$ cat src/rtl/key_pkg.sv
// Shared definitions for the key handling blocks: FSM encoding and default timing constants.
package key_pkg;

  typedef enum logic {
    IDLE  = 1'b0,
    COUNT = 1'b1
  } click_state_t;

  localparam int          CLK_FREQ_HZ      = 50_000_000;
  localparam logic [19:0] DEBOUNCE_CNT_MAX = 20'd999_999;
  localparam logic [23:0] CLICK_WIN_MAX    = 24'd12_499_999;
  localparam int          MAX_CLICKS_DEF   = 3;

endpackage

$ cat src/rtl/key_win_timer.sv
// Clearable, enable-gated up-counter that parks at MAX and flags it.
// Intended to be reusable for long-press timing as well as the click window.
module key_win_timer #(
  parameter int         W   = 24,
  parameter logic [W-1:0] MAX = '1
) (
  input  logic clk,
  input  logic rst,
  input  logic clr,
  input  logic en,
  output logic tc
);

  logic [W-1:0] cnt;

  always_ff @(posedge clk) begin
    if (rst || clr) begin
      cnt <= '0;
    end else if (en && (cnt != MAX)) begin
      cnt <= cnt + 1'b1;
    end
  end

  assign tc = (cnt == MAX);

endmodule

$ cat src/rtl/key_click_decoder.sv
// Groups debounced press pulses into bursts and reports single/double/triple clicks.
//   state | meaning
//   IDLE  | no burst open, waiting for the first press
//   COUNT | burst open, counting presses while the window timer runs
module key_click_decoder
  import key_pkg::*;
#(
  parameter logic [23:0] WIN_MAX    = CLICK_WIN_MAX,
  parameter int          MAX_CLICKS = MAX_CLICKS_DEF,
  parameter int          CNT_W      = 2
) (
  input  logic             sys_clk,
  input  logic             sys_rst,
  input  logic             key_flag,
  output logic             click_valid,
  output logic [CNT_W-1:0] click_num,
  output logic             single_click,
  output logic             double_click,
  output logic             triple_click,
  output logic             busy
);

  localparam logic [CNT_W:0]   MAX_INC = (CNT_W + 1)'(MAX_CLICKS);
  localparam logic [CNT_W-1:0] MAX_NUM = CNT_W'(MAX_CLICKS);

  click_state_t     state;
  logic [CNT_W-1:0] count;
  logic [CNT_W:0]   count_inc;
  logic             win_tc;
  logic             emit;
  logic [CNT_W-1:0] emit_num;

  assign count_inc = {1'b0, count} + 1'b1;

  // A press restarts the window, including on the terminal cycle itself.
  key_win_timer #(
    .W   (24),
    .MAX (WIN_MAX)
  ) u_win_timer (
    .clk (sys_clk),
    .rst (sys_rst),
    .clr ((state == IDLE) || key_flag || win_tc),
    .en  (state == COUNT),
    .tc  (win_tc)
  );

  always_comb begin
    emit     = 1'b0;
    emit_num = count;
    if (state == COUNT) begin
      if (key_flag && (count_inc == MAX_INC)) begin
        emit     = 1'b1;
        emit_num = MAX_NUM;
      end else if (!key_flag && win_tc) begin
        emit     = 1'b1;
        emit_num = count;
      end
    end
  end

  always_ff @(posedge sys_clk) begin
    if (sys_rst) begin
      state        <= IDLE;
      count        <= '0;
      click_valid  <= 1'b0;
      click_num    <= '0;
      single_click <= 1'b0;
      double_click <= 1'b0;
      triple_click <= 1'b0;
    end else begin
      click_valid  <= emit;
      single_click <= emit && (emit_num == CNT_W'(1));
      double_click <= emit && (emit_num == CNT_W'(2));
      triple_click <= emit && (emit_num == CNT_W'(3));
      if (emit) begin
        click_num <= emit_num;
      end

      case (state)
        IDLE: begin
          if (key_flag) begin
            state <= COUNT;
            count <= CNT_W'(1);
          end
        end
        COUNT: begin
          if (emit) begin
            state <= IDLE;
            count <= '0;
          end else if (key_flag) begin
            count <= count_inc[CNT_W-1:0];
          end
        end
        default: begin
          state <= IDLE;
          count <= '0;
        end
      endcase
    end
  end

  assign busy = (state == COUNT);

endmodule

$ cat config.mk
export PLATFORM = sky130hd
export DESIGN_NAME = key_click_decoder
export DESIGN_NICKNAME = d
export VERILOG_FILES = /design/src/rtl/key_pkg.sv /design/src/rtl/key_win_timer.sv /design/src/rtl/key_click_decoder.sv
export SDC_FILE = /design/constraint.sdc
export NUM_CORES = 1
export LEC_CHECK = 0
export ABC_AREA = 1
export BUFFER_PORTS_ARGS = -buffer_cell sky130_fd_sc_hd__buf_2
export CAP_MARGIN = 30
export CORE_ASPECT_RATIO = 1.25
export CORE_MARGIN = 2
export CORE_UTILIZATION = 60
export CTS_CLUSTER_SIZE = 25
export DETAILED_ROUTE_END_ITERATION = 7
export HOLD_SLACK_MARGIN = 0.02
export PLACE_DENSITY = 0.75
export SYNTH_ARGS = -nofsm -noshare
export SYNTH_HDL_FRONTEND = slang
export SYNTH_SLANG_ARGS = --single-unit
$ cat constraint.sdc
create_clock -name sys_clk -period 2.1 [get_ports sys_clk]
set_input_delay 0.21 -clock sys_clk [delete_from_list [all_inputs] [get_ports sys_clk]]
set_output_delay 0.21 -clock sys_clk [all_outputs]
set_load 0.05 [all_outputs]
==> impl_metrics.toml, run 1 <==
[yosys]
synthArstFlopShare = 0
ys_seq_elements = 33
synth_edf_count = 0
synth_nets = 324
ys_types = 24
synthFlopType = "dfxtp_1"
synth_area_leaders = "dfxtp_1 (33%), nand2_1 (22%), nor2_1 (7.9%), nand3_1 (7.6%), a21oi_1 (7.1%)"
syn_area_per_cell_um2 = 6.24
yosys_warnings = 0
syn-cell-area_um2 = 1980
synth_top_area_frac = 0.333
yosys-top-cells-count = "nand2_1 (115), nor2_1 (42), dfxtp_1 (33)"
seq_area_frac_synth = 0.333
synth.most_common_cell = "nand2_1"
syn_inst = 318
synth_top_cell_by_area = "dfxtp_1"

[setup_path]
crit_path_cell_trace = "ha_1 -> nand2_2 -> nor2_4 -> and2_4 -> nand3_4 -> nand2_8 -> buf_4 -> nand2_1 -> a21oi_1"
cp_max_fo = 17
crit_type = "flop to flop"
start_kind = "flop"
slowest_delay_ns = 0.39
crit_required_ns = 2.32
critPathArrivalTime_ns = 2.09
crit_path_top_delay_cell = "dfxtp_1"
end_kind = "flop"

[floorplanning]
die_h_um = 68.3
core_area_um2 = 3190
die_x_um = 55.4
rows = 23
die_area_um2 = 3790
start_util = 0.621
pin_count = 10

[placement]
place_congestion = 0.893
dp.cells = 364
dpl.hpwl_mm = 3.49
port_buffers = 9

[clock_tree]
clk_path_buf_depth = 2
clock_sinks = 33
post_cts.repair.setup_buffers = 0
root_buffer = "clkbuf_8"
clk_latency_ns = 0.29
ctsResizeCount = 0
cts_tree = "built"
cts_buffers = 5
h-tree-depth = 2
ctsHoldBuffers = 0
path_clk_slew_ns = 0.07

[timing]
finalHoldViolCount = 0
drv_slew = 0
min_period_ns = 1.87
setup_viol = 0
relSlewSlack = 0.753
fin_skew_ns = 0.0123
rsz0062_at_grt = "no"
fin_tns_setup_ns = 0
tightest_slew_ns = 0.369
fmax_mhz = 535
finalCritPeriodShare = 0.891

[pwr]
p_leak_nw = 0.805
ir_drop_uv = 411
p_per_area_nw_per_um2 = 564
p_total_mw = 1.23

[grt]
grt_antenna_before_repair = 0
grt_pass1_vias = 1810
grt_max_degree = 18
grt_pass1_wl_mm = 7.92
grt-ovfl-total = 0
globalRouteTotalUtil = 0.265

[routing]
drt_iter0_drc = 103
vias = 1961
wl_mm = 4.59
drt_pass1_iterations = 4
vias_per_cell = 5.27
wire_per_inst_um = 12.3
antenna_left = 0
drc = 0

[job]
cap_violations = 0

[cells_and_area]
drive_above_1_share = 0.0866
multi_input_area_um2 = 1160
final_nets = 340
antenna_cells = 0
regArea_um2 = 661
area_growth_pct = 9.77
fillers = 280
fin_cells = 372

[run_status]
status = "complete, no violations"

[min_path]
min_path_type = "input port to flop"
layer usage:
metal / track usage / share of wire / vias to the layer above
met4: 0.119 / 0.023 / 0
li1: - / - / 1034
met5: 0 / 0 / -
met3: 0.0473 / 0.035 / 13
met2: 0.469 / 0.49 / 33
met1: 0.318 / 0.45 / 881
cell type report:
| cell class | count | area share |
|---|---|---|
| Clock buffer | 7 | 0.0442 |
| Clock inverter | 1 | 0.00230 |
| Inverter | 31 | 0.0534 |
| Multi-Input combinational cell | 248 | 0.534 |
| Sequential cell | 33 | 0.303 |
| Tap cell | 37 | 0.0213 |
| Timing Repair Buffer | 15 | 0.0414 |
layout by cell type, fill, tap and decap left out:
| cell | netlist | routed |
|---|---|---|
| nand2_8 | 0 | 1 |
| nand2_2 | 1 | 1 |
| nor4_1 | 1 | 1 |
| ha_1 | 3 | 3 |
| clkbuf_8 | 0 | 7 |
| o21ai_0 | 4 | 4 |
| nand3_1 | 30 | 30 |
| nand4_1 | 3 | 3 |
| nor2_1 | 42 | 42 |
| nand3_4 | 1 | 1 |
| buf_2 | 0 | 9 |
| buf_4 | 2 | 6 |
| inv_2 | 1 | 1 |
| clkinv_2 | 0 | 1 |
| inv_1 | 30 | 30 |
| nor2_4 | 1 | 1 |
| dfxtp_1 | 33 | 33 |
| and2_1 | 1 | 1 |
| xor2_1 | 11 | 11 |
| nor3_1 | 2 | 2 |
| xnor2_1 | 2 | 2 |
| nand2_1 | 115 | 115 |
| a21oi_1 | 28 | 28 |
| and2_4 | 1 | 1 |
| o21bai_1 | 1 | 1 |
metrics by stage:
| stage | worst slack (ns) | hold slack, ns | area, µm² | util |
|---|---|---|---|---|
| finish | 0.230 | 0.159 | 2180 | 0.682 |
| global route | 0.0152 | 0.150 | 2180 | 0.682 |
| CTS | 0.175 | 0.151 | 2170 | 0.679 |
| detailed placement | 0.196 | 0.449 | 2070 | 0.647 |
| global placement | 0.267 | 0.438 | 2070 | 0.647 |
| floorplan | 0.436 | 0.279 | 1980 | - |
final timing paths:
kind                            cells past startpoint                          endpoint  slack (ns)                             from
worst max-delay path                                9  u_win_timer.cnt[22]$_SDFFE_PP0P_        0.23  u_win_timer.cnt[0]$_SDFFE_PP0P_
worst min-delay path                                2            click_valid$_SDFF_PP0_        0.16                          sys_rst
worst max register to register                      9  u_win_timer.cnt[22]$_SDFFE_PP0P_        0.23  u_win_timer.cnt[0]$_SDFFE_PP0P_
worst min register to register                      1   u_win_timer.cnt[0]$_SDFFE_PP0P_        0.48  u_win_timer.cnt[0]$_SDFFE_PP0P_
cell families after synthesis:
| group | synth area share |
|---|---|
| AND/OR/NAND/NOR | 0.421 |
| buffers and inverters | 0.0851 |
| AO/OA/AOI/OAI | 0.0845 |
| flip-flops | 0.333 |
| XOR/XNOR | 0.0574 |
| adder cells (fa/ha/maj) | 0.0189 |
flip-flops by register name (all words and copies together) (netlist names):
register / count
single_click: 1
double_click: 1
triple_click: 1
busy: 1
count: 2
click_valid: 1
u_win_timer.cnt: 24
click_num: 2
report_power, final:
| part | internal, mW | switching [mW] | total (mW) |
|---|---|---|---|
| clock network | 0.296 | 0.234 | 0.530 |
| registers | 0.630 | 0.00321 | 0.633 |
| logic | 0.0175 | 0.0478 | 0.0653 |
| total | 0.943 | 0.285 | 1.23 |
critical path: cells and delay by family, from the launching register on:
kind	cells	cell delay [ns]
buf+inv	1	0.18
flops	1	0.39
simple gates	6	0.82
compound gates	1	0.15
fa+ha+maj	1	0.25
No activity file was read; power rests on OpenSTA's default activity.
==> run 2, diff against run 1 <==
- SYNTH_HIERARCHICAL: not set -> 1
==> impl_metrics.toml, run 2 <==
[run_status]
status = "complete, no violations"

[pwr]
p_total_mw = 1.33
pwr-share-comb = 0.052
p_switching_mw = 0.301
internal_power_mw = 1.03
p_per_area_nw_per_um2 = 593
pwr-share-seq = 0.475
p_leak_nw = 0.827
ir_drop_uv = 454
switching_share = 0.226
clkPwrFrac = 0.474

[yosys]
synth_nets = 313
syn_area_per_cell_um2 = 6.31
synthArstFlopShare = 0
syn_inst = 308
ys_seq_elements = 33
synth.most_common_cell = "nand2_1"
yosys-top-cells-count = "nand2_1 (89), nor2_1 (61), dfxtp_1 (33)"
synth_top_area_frac = 0.340
syn-cell-area_um2 = 1940
synth_edf_count = 0
yosys_warnings = 6
seq_area_frac_synth = 0.340
synth_top_cell_by_area = "dfxtp_1"
ys_types = 27
synth_area_leaders = "dfxtp_1 (34%), nand2_1 (17%), nor2_1 (12%), nand3_1 (7.0%), inv_1 (4.8%)"
synthFlopType = "dfxtp_1"

[clock_tree]
ctsHoldBuffers = 0
clk_path_buf_depth = 2
post_cts.repair.setup_buffers = 0
root_buffer = "clkbuf_8"
cts_buffers = 5
h-tree-depth = 2
path_clk_slew_ns = 0.07
ctsResizeCount = 1
clock_sinks = 33
clk_latency_ns = 0.29
cts_tree = "built"

[placement]
dp_slack_ns = -0.238
port_buffers = 9
dp.cells = 364
place_congestion = 0.882
dpl.hpwl_mm = 3.44

[timing]
fin_skew_ns = 0.00792
finalHoldViolCount = 0
relSlewSlack = 0.743
min_period_ns = 1.87
whs_ns = 0.182
tightest_slew_ns = 0.384
finalCritPeriodShare = 0.893
drv_slew = 0
rsz0062_at_grt = "no"
fin_ws_ns = 0.225
fin_tns_setup_ns = 0
setup_viol = 0
fmax_mhz = 533

[cells_and_area]
final_cell_mix = "nand2_1 (89), nor2_1 (60), dfxtp_1 (33)"
area_growth_pct = 15.9
multi_input_area_um2 = 1140
drive_above_1_share = 0.143
layout_commonest_cell = "nand2_1"
fillers = 284
largest_register_ffs = 24
fin_cells = 372
largest_register = "u_win_timer/cnt"
final_nets = 339
reg.largest.list = "u_win_timer/cnt x24, click_num x2, count x2"
regArea_um2 = 661
antenna_cells = 0

[setup_path]
reg2reg_slack_ns = 0.23
reg2reg_to = "u_win_timer/cnt[3]$_SDFFE_PP0P_"
crit_required_ns = 2.28
reg2reg_depth = 12
cp_max_fo = 17
crit_type = "flop to flop"
start_kind = "flop"
critPathArrivalTime_ns = 2.05
timing.rr.start = "u_win_timer/cnt[1]$_SDFFE_PP0P_"
end_kind = "flop"

[min_path]
min_path_cells = 2
whs_endpoint = "count[0]$_SDFFE_PP0P_"
min_path_type = "input port to flop"
min-delay-start = "sys_rst"

[routing]
wire_per_inst_um = 12.7
drt_iter0_drc = 81
drt_pass1_iterations = 5
antenna_left = 0
wl_mm = 4.73
vias = 2091
vias_per_cell = 5.62
drc = 0

[job]
cap_violations = 0

[floorplanning]
start_util = 0.614
pin_count = 10
rows = 23
die_x_um = 54.9
die_area_um2 = 3710
core_area_um2 = 3170
die_h_um = 67.6

[grt]
grt_pass1_vias = 1854
grt_antenna_before_repair = 0
grt_pass1_wl_mm = 7.62
globalRouteTotalUtil = 0.286
grt-ovfl-total = 0
grt_max_degree = 22
==> run 2: changes by cell type after synthesis, moves of 4 or more <==
cell | before | now
a21oi_1 | 28 | 16
inv_1 | 30 | 25
nand2_1 | 115 | 89
nand4_1 | 3 | 14
nor2_1 | 42 | 61
xor2_1 | 11 | 7
==> run 2: critical path: stages, from the launching register on <==
cell      delay (ns)
dfxtp_1         0.38
ha_1            0.21
nand3_2         0.09
nor2_1          0.12
nand3_1         0.09
nor4_2          0.22
nand3_1         0.14
nand2_2         0.08
inv_1           0.05
nand3_1         0.11
nor2_4          0.09
clkinv_4        0.13
a21oi_1         0.06
==> run 2: how the worst max path moves through the flow <==
stage / start / endpoint / slack, ns / depth (start not counted)
after floorplan: u_win_timer/cnt[0]$_SDFFE_PP0P_ / u_win_timer/cnt[13]$_SDFFE_PP0P_ / 0.02 / 13
after global placement: u_win_timer/cnt[0]$_SDFFE_PP0P_ / u_win_timer/cnt[5]$_SDFFE_PP0P_ / -0.08 / 12
after detailed placement: u_win_timer/cnt[0]$_SDFFE_PP0P_ / u_win_timer/cnt[11]$_SDFFE_PP0P_ / -0.24 / 12
after CTS: u_win_timer/cnt[0]$_SDFFE_PP0P_ / u_win_timer/cnt[8]$_SDFFE_PP0P_ / 0.04 / 12
after global routing: u_win_timer/cnt[1]$_SDFFE_PP0P_ / u_win_timer/cnt[3]$_SDFFE_PP0P_ / 0.007 / 12
final: u_win_timer/cnt[1]$_SDFFE_PP0P_ / u_win_timer/cnt[3]$_SDFFE_PP0P_ / 0.23 / 12
==> run 2: per-stage QoR <==
step / instance area, µm² / util
global route: 2250 / 0.711
detailed placement: 2130 / 0.672
finish: 2250 / 0.711
CTS: 2240 / 0.709
floorplan: 1950 / -
global placement: 2130 / 0.672
==> run 2: logic make-up (layout without fill, tap and decap cells) <==
family	count (synthesis)	count (layout)	synth area share
AOI/OAI and AO/OA	20	20	0.0534
xor gates and xnor gates	11	11	0.0496
adders and majority gates	2	2	0.0129
buffers and inverters	36	63	0.0792
DFF	33	33	0.340
and+or+nand+nor	206	206	0.465
==> run 2: layer usage <==
layer  wire (µm)  global-route usage
met5           0                   0
met1        1900               0.314
met4         150               0.125
met2        2380               0.509
met3         303              0.0642
==> run 2: final cells by class <==
| type | count | area share |
|---|---|---|
| clock buffer | 7 | 0.0383 |
| clock inverter | 1 | 0.0133 |
| inverter | 29 | 0.0506 |
| multi-input combinational | 239 | 0.507 |
| sequential | 33 | 0.293 |
| tap | 37 | 0.0206 |
| timing repair buffer | 26 | 0.0767 |
==> run 2: power by group through the flow <==
| stage | Combinational, mW | Sequential [mW] | Clock [mW] |
|---|---|---|---|
| 6_report | 0.0690 | 0.633 | 0.632 |
| 5_1_grt | 0.0764 | 0.633 | 0.664 |
| 4_1_cts | 0.0670 | 0.633 | 0.638 |
| 3_5_place_dp | 0.0669 | 0.648 | 0 |
| 3_3_place_gp | 0.0671 | 0.648 | 0 |
| 2_1_floorplan | 0.0477 | 0.652 | 0 |
